<file path="src/rtl/mvm_stream_pkg.sv">
// mvm_stream_pkg: shared sizes, types and FSM states for the MVM stream adapter.
package mvm_stream_pkg;

    localparam int K            = 20;
    localparam int B            = 8;
    localparam int GAP          = 2;
    localparam int DONE_TO_DATA = 1;

    localparam int FRAME  = K * K + K;
    localparam int CNT_W  = $clog2(FRAME + 1);
    localparam int OCNT_W = $clog2(K + 1);
    localparam int ADDR_W = $clog2(FRAME);

    typedef logic signed [B-1:0]   elem_t;
    typedef logic signed [2*B-1:0] res_t;
    typedef logic [CNT_W-1:0]      cnt_t;
    typedef logic [OCNT_W-1:0]     ocnt_t;
    typedef logic [ADDR_W-1:0]     addr_t;

    localparam cnt_t  FRAME_N  = cnt_t'(FRAME);
    localparam cnt_t  MAT_LAST = cnt_t'(K * K - 1);
    localparam cnt_t  VEC_LAST = cnt_t'(K - 1);
    localparam cnt_t  VEC_PF   = cnt_t'(K - 2);
    localparam cnt_t  GAP_LAST = cnt_t'(GAP - 1);
    localparam cnt_t  DTD_LAST = cnt_t'(DONE_TO_DATA - 1);
    localparam ocnt_t O_LAST   = ocnt_t'(K - 1);

    typedef enum logic [3:0] {
        IDLE, PULSE_M, LOAD_M, GAP_M, PULSE_V, LOAD_V, GAP_V, START, WAIT_DONE, CAPTURE
    } state_t;

endpackage

</file>
<file path="src/rtl/frame_buffer.sv">
// frame_buffer: simple dual-port synchronous RAM holding one input frame, 1-cycle read.
module frame_buffer
    import mvm_stream_pkg::*;
(
    input  logic              clk,
    input  logic              we,
    input  logic [ADDR_W-1:0] waddr,
    input  logic [B-1:0]      wdata,
    input  logic [ADDR_W-1:0] raddr,
    output logic [B-1:0]      rdata
);

    elem_t mem [FRAME];

    always_ff @(posedge clk) begin
        if (we) mem[waddr] <= wdata;
        rdata <= mem[raddr];
    end

endmodule

</file>
<file path="src/rtl/mvm_stream_adapter.sv">
// mvm_stream_adapter: buffers one valid/ready frame, bursts it into the MVM load ports,
// captures the K results and drains them on a valid/ready output stream.
module mvm_stream_adapter
    import mvm_stream_pkg::*;
(
    input  logic             clk,
    input  logic             reset,
    input  logic             s_valid,
    output logic             s_ready,
    input  logic [B-1:0]     s_data,
    output logic             m_valid,
    input  logic             m_ready,
    output logic [2*B-1:0]   m_data,
    output logic             mvm_loadMatrix,
    output logic             mvm_loadVector,
    output logic             mvm_start,
    output logic [B-1:0]     mvm_data_in,
    input  logic             mvm_done,
    input  logic [2*B-1:0]   mvm_data_out
);

    state_t state, state_n;
    cnt_t   wr_cnt, cnt, cnt_n;
    ocnt_t  oc_cnt, rd_cnt, rd_n;
    addr_t  raddr;
    elem_t  rdata;
    res_t   obuf [K];
    logic   we, loading, load_v_done, cap, pop, wait_go;

    assign loading     = state == LOAD_M || state == LOAD_V;
    assign s_ready     = !reset && wr_cnt < FRAME_N && !loading;
    assign we          = s_valid && s_ready;
    assign load_v_done = state == LOAD_V && cnt == VEC_LAST;
    assign cap         = state == CAPTURE;
    assign m_valid     = rd_cnt < oc_cnt;
    assign pop         = m_valid && m_ready;
    assign wait_go     = state == WAIT_DONE && (cnt != '0 || mvm_done);
    assign rd_n        = pop ? (rd_cnt == O_LAST ? '0 : rd_cnt + 1'b1) : rd_cnt;

    // Read address runs two cycles ahead of mvm_data_in (RAM latency + output register).
    assign raddr = state == PULSE_M ? addr_t'(1)
                 : state == LOAD_M  ? addr_t'(cnt + cnt_t'(2))
                 : state == GAP_M   ? addr_t'(K * K)
                 : state == PULSE_V ? addr_t'(K * K + 1)
                 : state == LOAD_V && cnt < VEC_PF ? addr_t'(K * K + 2) + addr_t'(cnt)
                 : '0;

    frame_buffer u_fbuf (
        .clk   (clk),
        .we    (we),
        .waddr (addr_t'(wr_cnt)),
        .wdata (s_data),
        .raddr (raddr),
        .rdata (rdata)
    );

    always_comb begin
        state_n = state;
        unique case (state)
            IDLE:      if (wr_cnt == FRAME_N && oc_cnt == '0) state_n = PULSE_M;
            PULSE_M:   state_n = LOAD_M;
            LOAD_M:    if (cnt == MAT_LAST) state_n = GAP_M;
            GAP_M:     if (cnt == GAP_LAST) state_n = PULSE_V;
            PULSE_V:   state_n = LOAD_V;
            LOAD_V:    if (cnt == VEC_LAST) state_n = GAP_V;
            GAP_V:     if (cnt == GAP_LAST) state_n = START;
            START:     state_n = WAIT_DONE;
            WAIT_DONE: if (wait_go && cnt == DTD_LAST) state_n = CAPTURE;
            CAPTURE:   if (cnt == VEC_LAST) state_n = IDLE;
            default:   state_n = IDLE;
        endcase
    end

    // WAIT_DONE holds cnt at zero until mvm_done, then counts out the data latency.
    assign cnt_n = (state_n != state || state == IDLE || (state == WAIT_DONE && !wait_go))
                 ? '0 : cnt + 1'b1;

    always_ff @(posedge clk) begin
        if (reset) begin
            state          <= IDLE;
            cnt            <= '0;
            wr_cnt         <= '0;
            oc_cnt         <= '0;
            rd_cnt         <= '0;
            m_data         <= '0;
            mvm_loadMatrix <= 1'b0;
            mvm_loadVector <= 1'b0;
            mvm_start      <= 1'b0;
            mvm_data_in    <= '0;
        end else begin
            state          <= state_n;
            cnt            <= cnt_n;
            wr_cnt         <= load_v_done ? '0 : wr_cnt + cnt_t'(we);
            rd_cnt         <= rd_n;
            oc_cnt         <= (pop && rd_cnt == O_LAST) ? '0 : oc_cnt + ocnt_t'(cap);
            m_data         <= (cap && oc_cnt == rd_n) ? mvm_data_out : obuf[rd_n];
            mvm_loadMatrix <= state_n == PULSE_M;
            mvm_loadVector <= state_n == PULSE_V;
            mvm_start      <= state_n == START;
            mvm_data_in    <= (state_n == LOAD_M || state_n == LOAD_V) ? rdata : '0;
        end
    end

    always_ff @(posedge clk) begin
        if (cap) obuf[oc_cnt] <= mvm_data_out;
    end

endmodule

</file>
<file path="config.mk">
export PLATFORM = sky130hd
export DESIGN_NAME = mvm_stream_adapter
export DESIGN_NICKNAME = d
export VERILOG_FILES = /design/src/rtl/mvm_stream_pkg.sv /design/src/rtl/frame_buffer.sv /design/src/rtl/mvm_stream_adapter.sv
export SDC_FILE = /design/constraint.sdc
export NUM_CORES = 2
export LEC_CHECK = 0
export ABC_AREA = 1
export CORE_MARGIN = 2
export CORE_UTILIZATION = 50
export DETAILED_ROUTE_END_ITERATION = 6
export GPL_TIMING_DRIVEN = 1
export MAX_ROUTING_LAYER = met4
export PLACE_DENSITY = 0.68
export REMOVE_ABC_BUFFERS = 1
export SLEW_MARGIN = 30
export SYNTH_ARGS = -nofsm -noshare
export SYNTH_HDL_FRONTEND = slang
export SYNTH_SLANG_ARGS = --single-unit
</file>
<file path="constraint.sdc">
create_clock -name clk -period 4.15 [get_ports clk]
set_clock_uncertainty 0.15 [all_clocks]
set_input_delay 0.415 -clock clk [delete_from_list [all_inputs] [get_ports clk]]
set_output_delay 0.415 -clock clk [all_outputs]
set_load 0.05 [all_outputs]
</file>
Word level (Yosys, flattened, before mapping)
Memories as Yosys holds them, arrays and structs flattened. A register that Yosys moved wholly into a read port is not among the register bits.
Cells that the tools add are included.
Storage, ports and cells
  flip-flop bits (word level): 43
  latch bits: 0
  bits in writable memories: 3680
  ROM bits: 0
  input bits: 29
  output and inout bits: 29
  word-level logic and storage cells: 87
  memories: 2
Memories
  u_fbuf.mem: words 420, bits a word 8, read ports 1, clocked after Yosys merged registers in 1, write ports 1, RTL line frame_buffer.sv:13  | elem_t mem [FRAME];
  obuf: words 20, bits a word 16, read ports 1, clocked after Yosys merged registers in 1, write ports 1, RTL line mvm_stream_adapter.sv:27  | res_t obuf [K];
Cells by class
  add/sub/neg operators: 6
  multiply operators: 0
  divide/modulo/power cells: 0
  $lt $le $gt $ge: 3
  eq/ne operators: 20
  shift-type cells: 0
  mux-type cells: 19
  bitwise operators: 1
  reductions and logical operators: 27
Operators with widths (number)
  two-way mux 9 bit: 5
  one-hot mux 4 bit (10 select lines): 1
  equality test 4 x 3 -> 1 bit, second input constant: 7
  two-way mux 4 bit: 7
  equality test 9 bit, second input constant: 2
  equality test 4 x 2 -> 1 bit, second input constant: 3
  logical AND 1 bit: 11
  two-way mux 5 bit: 2
  adder 9 x 1 -> 9 bit: 1
  adder 9 x 1 -> 9 bit, second input constant: 1
  adder 9 x 2 -> 9 bit, second input constant: 1
  adder 9 bit, first input constant: 1
  equality test 9 x 1 -> 1 bit, second input constant: 1
  equality test 9 x 5 -> 1 bit, second input constant: 1
  logical NOT 9 bit: 1
  less-than comparator 9 x 5 -> 1 bit, second input constant: 1
  less-than comparator 9 bit, second input constant: 1
  nonzero test 9 bit: 1
  equality test 4 x 1 -> 1 bit, second input constant: 2
  equality test 4 bit, second input constant: 2
  OR reduction 2 bit: 4
  adder 5 x 1 -> 5 bit: 1
  adder 5 x 1 -> 5 bit, second input constant: 1
  equality test 5 bit, second input constant: 1
  8 further kinds: 17

Longest topological paths before layout
  depth in word-level cells: 10
  gate-level depth with buffers: 22

Hierarchy
Synthesis repeated with hierarchy kept, for this count alone.
Second synthesis, totals
  cells, all modules: 13011
  area total of the unflattened synthesis: 153768.7 um^2
By module, submodules not included
  frame_buffer: instances 1, cells each 11307, area an instance 136723.6 um^2
  mvm_stream_adapter: instances 1, cells each 1704, area an instance 17045.1 um^2

Worst setup path before layout
No wires, ideal clock.
  path kind: reg2reg
  from: register oc_cnt[3]
  to: register m_data[4] (read register of obuf)
  data arrival time: 2.921 ns
  required time: 3.930 ns
  path slack: 1.009 ns
  cell stages (with the launch flop): 18
  period minus slack after synthesis: 3.141 ns
  cell sequence: dfxtp_1 > clkbuf_1 > inv_1 > ha_1 > nand2_1 > inv_1 > a21boi_1 > and2_1 > nand4_1 > nand2_1 > clkbuf_1 > buf_1 > nand3_1 > nand3_1 > nand3_1 > nand2_1 > nand2_1 > a21oi_1
On the way
  word-level cells in the longest chain between the ends: 3
RTL lines
  start: declaration: RTL line mvm_stream_adapter.sv:24  | ocnt_t oc_cnt, rd_cnt, rd_n;
  start signal: assignment: RTL line mvm_stream_adapter.sv:95  | oc_cnt <= (pop && rd_cnt == O_LAST) ? '0 : oc_cnt + ocnt_t'(cap);
  less-than comparator 5 bit: RTL line mvm_stream_adapter.sv:35  | assign m_valid = rd_cnt < oc_cnt;
  named net m_valid: RTL line mvm_stream_adapter.sv:11  | output logic m_valid,
  logical AND 1 bit: RTL line mvm_stream_adapter.sv:36  | assign pop = m_valid && m_ready;
  two-way mux 5 bit: RTL line mvm_stream_adapter.sv:38  | assign rd_n = pop ? (rd_cnt == O_LAST ? '0 : rd_cnt + 1'b1) : rd_cnt;
  end: declaration: RTL line mvm_stream_adapter.sv:13  | output logic [2*B-1:0] m_data,
The timed path passes the listed nets, and every way through them passes these cells.
A chain may end at the register's enable or synchronous reset.

Worst setup path in the final report
  from: register cnt[2]
  to: register u_fbuf.rdata[6] (read register of u_fbuf.mem)
On the way
  word-level cells in the longest chain between the ends: 7
RTL lines
  start: declaration: RTL line mvm_stream_adapter.sv:23  | cnt_t wr_cnt, cnt, cnt_n;
  start signal: assignment: RTL line mvm_stream_adapter.sv:92  | cnt <= cnt_n;
  less-than comparator 9 x 5 -> 1 bit: RTL line mvm_stream_adapter.sv:45  | : state == LOAD_V && cnt < VEC_PF ? addr_t'(K * K + 2) + addr_t'(cnt)
  logical AND 1 bit: RTL line mvm_stream_adapter.sv:45
  two-way mux 9 bit: RTL line mvm_stream_adapter.sv:45
  two-way mux 9 bit: RTL line mvm_stream_adapter.sv:44  | : state == PULSE_V ? addr_t'(K * K + 1)
  two-way mux 9 bit: RTL line mvm_stream_adapter.sv:43  | : state == GAP_M ? addr_t'(K * K)
  two-way mux 9 bit *: RTL line mvm_stream_adapter.sv:42  | : state == LOAD_M ? addr_t'(cnt + cnt_t'(2))
  two-way mux 9 bit *: RTL line mvm_stream_adapter.sv:41  | assign raddr = state == PULSE_M ? addr_t'(1)
  end: declaration: RTL line frame_buffer.sv:10  | output logic [B-1:0] rdata
Every way passes the cells marked *; elsewhere a longest branch is shown, timed or not.

==> flow_summary.json <==
{
  "violations": "design-rule violations",
  "post_cts_buffers": 0,
  "path_clk_slew_ns": 0.06,
  "dpl_cell_area_um2": 167000,
  "grt_max_degree": 140,
  "grt_pass1_wl_mm": 650.7,
  "cp_max_fo": 67,
  "synth-edff-count": 3680,
  "finalSetupTns_ns": 0,
  "wl_mm": 441.4,
  "r2r-start": "cnt[2]$_SDFF_PP0_",
  "crit_required_ns": 4.81,
  "crit_buf_inv": 5,
  "endpoint_kind": "register",
  "drc": 1,
  "clkLatencyLatePin_ns": 0.97,
  "grt_pass1_vias": 101700,
  "final-setup-viol-count": 0,
  "regArea_um2": 111800,
  "path_cells": "inv_1 -> ha_1 -> inv_1 -> o21ai_2 -> nand3_4 -> nand2_8 -> clkinv_8 -> buf_12 -> buf_16 -> nand2_1 -> nand3_1 -> nand3_1 -> nand3_1 -> nand3_1 -> nand3_1 -> nand3_1 -> nand3_1 -> nand3_2 -> nand2_1",
  "io_pins": 58,
  "grt_usage_pct": 27.98,
  "maxCapViolCount": 0,
  "multi_input_comb_area_um2": 38130,
  "path_delay_family": "simple AND/OR/NAND/NOR gates",
  "tightest_slew_ns": 1.124,
  "wl_per_cell_um": 24.06,
  "die_y_um": 563.4,
  "drive_above_1_share_pct": 10.80,
  "die_w_um": 563.4,
  "cp.arrival_ns": 4.77,
  "cp-startpoint": "cnt[2]$_SDFF_PP0_",
  "synthTopCellsByArea": "edfxtp_1 71%, nand3_1 12%, nand2_1 7.0%",
  "avgSynthCellArea_um2": 11.61,
  "ant_nets": 0,
  "cts_sinks": 3747,
  "area_growth_pct": 14.64,
  "antenna_found_initial": 15,
  "ys.flop_type": "edfxtp_1",
  "syn_area_um2": 156500,
  "synth_commonest_cells": "3746 x nand3_1, 3680 x edfxtp_1, 2904 x nand2_1",
  "synth_area_leader_cell": "edfxtp_1",
  "async_flop_share_pct": 0,
  "critical_path_class": "register to register",
  "viasPerCell": 5.900,
  "cts_tree": "yes",
  "layout_worst_path_cycle_share_pct": 99.02,
  "ys_seq_elements": 3747,
  "powerDensity_nw_per_um2": 422.9,
  "yosysSeqAreaShare_pct": 71.49,
  "min_period_ns": 4.109,
  "start_util_pct": 50.20,
  "finalHoldViolCount": 0,
  "fin_area_um2": 179400,
  "htree_levels": 5,
  "fmax_mhz": 243.3,
  "startpoint_type": "register",
  "drtIter0Drc": 15240,
  "rows": 205,
  "nets": 13920,
  "cp_common_cell": "nand3_1",
  "yosys_warnings": 0,
  "max_stage_delay_ns": 0.36,
  "critPathSlowestCell": "dfxtp_1",
  "relSlewSlack_pct": 24.96,
  "fillers": 24710,
  "p_leak_nw": 64.09,
  "drt_pass1_iterations": 7,
  "die_area_um2": 317400,
  "grt-ovfl-total": 0,
  "syn_inst": 13480,
  "rsz0062_at_grt": "true",
  "status": "finished, violations left",
  "synth_most_common_cell": "nand3_1",
  "hp-start": "mvm_done",
  "yosysTopAreaCellShare_pct": 70.63,
  "gp_congestion": 0.8886,
  "cts_buffers": 382,
  "clockRootBuffer": "clkbuf_16",
  "clk_path_buf_depth": 4,
  "post-dp-hpwl_mm": 259.5,
  "hp-class": "input pin to register",
  "vias": 108200,
  "slew_viol_final": 0,
  "core_area_um2": 311600,
  "peakVddDrop_uv": 425.5,
  "synth.distinct_cells": 47,
  "port_buffers": 57
}
-- worst register-to-register path: cells and delay by family (launching register included) --
family / cells / cell delay [ns]
fa+ha+maj: 1 / 0.17
compound gates: 1 / 0.21
buf+inv: 5 / 1.08
flops: 1 / 0.36
simple gates: 12 / 1.99
-- layout make-up --
type                       instances  area share [%]
antenna                            8         0.01116
clock buffer                     483           5.597
clock inverter                   219           1.161
tap                             4140           2.888
multi-input combinational       8104           21.26
inverter                         663           1.404
sequential                      3747           62.36
timing repair buffer             982           5.322
-- path summary, 6_finish.rpt --
check | end | slack (ns) | cells past startpoint
max reg2reg | u_fbuf.rdata[6]$_DFF_P_ | 0.04 | 19
min | mvm_loadVector$_SDFF_PP0_ | 0.26 | 4
max | u_fbuf.rdata[6]$_DFF_P_ | 0.04 | 19
min reg2reg | cnt[2]$_SDFF_PP0_ | 0.39 | 2
-- power breakdown --
| group | switching (W) | total, W | internal (W) |
|---|---|---|---|
| Clock | 0.0147 | 0.0333 | 0.0186 |
| Sequential | 0.0000198 | 0.0416 | 0.0415 |
| Combinational | 0.000818 | 0.000965 | 0.000147 |
| Total | 0.0155 | 0.0758 | 0.0603 |
-- timing repair --
action / CTS / global route
endpoints found under the hold margin: 612 / 84
hold buffers: 9 / 4
gates cloned: 0 / 1
gates resized for setup: 1 / 9
endpoints found under the setup margin: 1 / 8
-- cell families (layout without fill, tap and decap cells) --
kind of cell             count (synthesis)  after routing  share of synthesized area, %
buffers and inverters                 1629           2347                         4.311
AND/OR/NAND/NOR                       7727           7727                         22.58
XOR/XNOR                                14             14                       0.08318
flip-flops                            3747           3747                         71.49
other                                    0              8                             0
adder cells (fa/ha/maj)                 14             14                        0.1120
AO/OA/AOI/OAI                          349            349                         1.423
-- per-layer routing --
layer	vias up	wire [um]	global-route usage (%)
met5	-	0	-
met4	0	20850	11.58
met3	1030	41740	3.584
met2	6002	205600	42.79
met1	52570	173200	38.09
li1	48630	-	-
-- registers in the layout (all words and copies together), names as in the netlist, 4 cells and up --
register      cells
wr_cnt            9
mvm_data_in       8
rd_cnt            5
u_fbuf.mem     3360
state             4
u_fbuf.rdata      8
m_data           16
obuf            320
cnt               9
oc_cnt            5
-- placed cells by master (no fill, tap or decap), types with 8 or more instances in the layout --
cell type | synthesis | layout
nand3_1 | 3746 | 3737
edfxtp_1 | 3680 | 3680
nand2_1 | 2904 | 2892
buf_4 | 20 | 753
inv_1 | 652 | 648
nor2_1 | 621 | 616
clkbuf_16 | 0 | 384
nand3b_1 | 383 | 383
o211ai_1 | 159 | 159
buf_12 | 0 | 151
o21ai_0 | 110 | 110
clkbuf_1 | 413 | 92
clkinv_1 | 2 | 90
clkinv_2 | 0 | 74
dfxtp_1 | 67 | 67
clkdlybuf4s50_1 | 0 | 43
a21oi_1 | 37 | 36
or2_2 | 26 | 26
bufinv_16 | 0 | 22
o22ai_1 | 18 | 17
clkinv_16 | 0 | 16
ha_1 | 14 | 14
nand2_4 | 1 | 13
dlygate4sd3_1 | 0 | 13
nor3_1 | 12 | 12
xor2_1 | 12 | 12
nand4_1 | 10 | 10
inv_2 | 9 | 9
diode_2 | 0 | 8
nor2_2 | 4 | 8
clkbuf_8 | 0 | 8
buf_8 | 0 | 8
-- through the flow --
step           instances  worst slack, ns  util (%)  hold WS, ns  power (W)
2_1_floorplan      12510           -37.09         -       0.2436    0.04242
5_1_grt            18340          -0.1504     57.55       0.2349    0.07754
3_5_place_dp       17620         -0.07348     53.60       0.3757    0.04331
6_report           18350          0.04066     57.55       0.2576    0.07585
4_1_cts            18330          0.04082     57.52       0.1811    0.07611
3_3_place_gp       17620         -0.07590     53.60       0.3703    0.04328
Note: power is estimated with default switching activity, not from simulation.
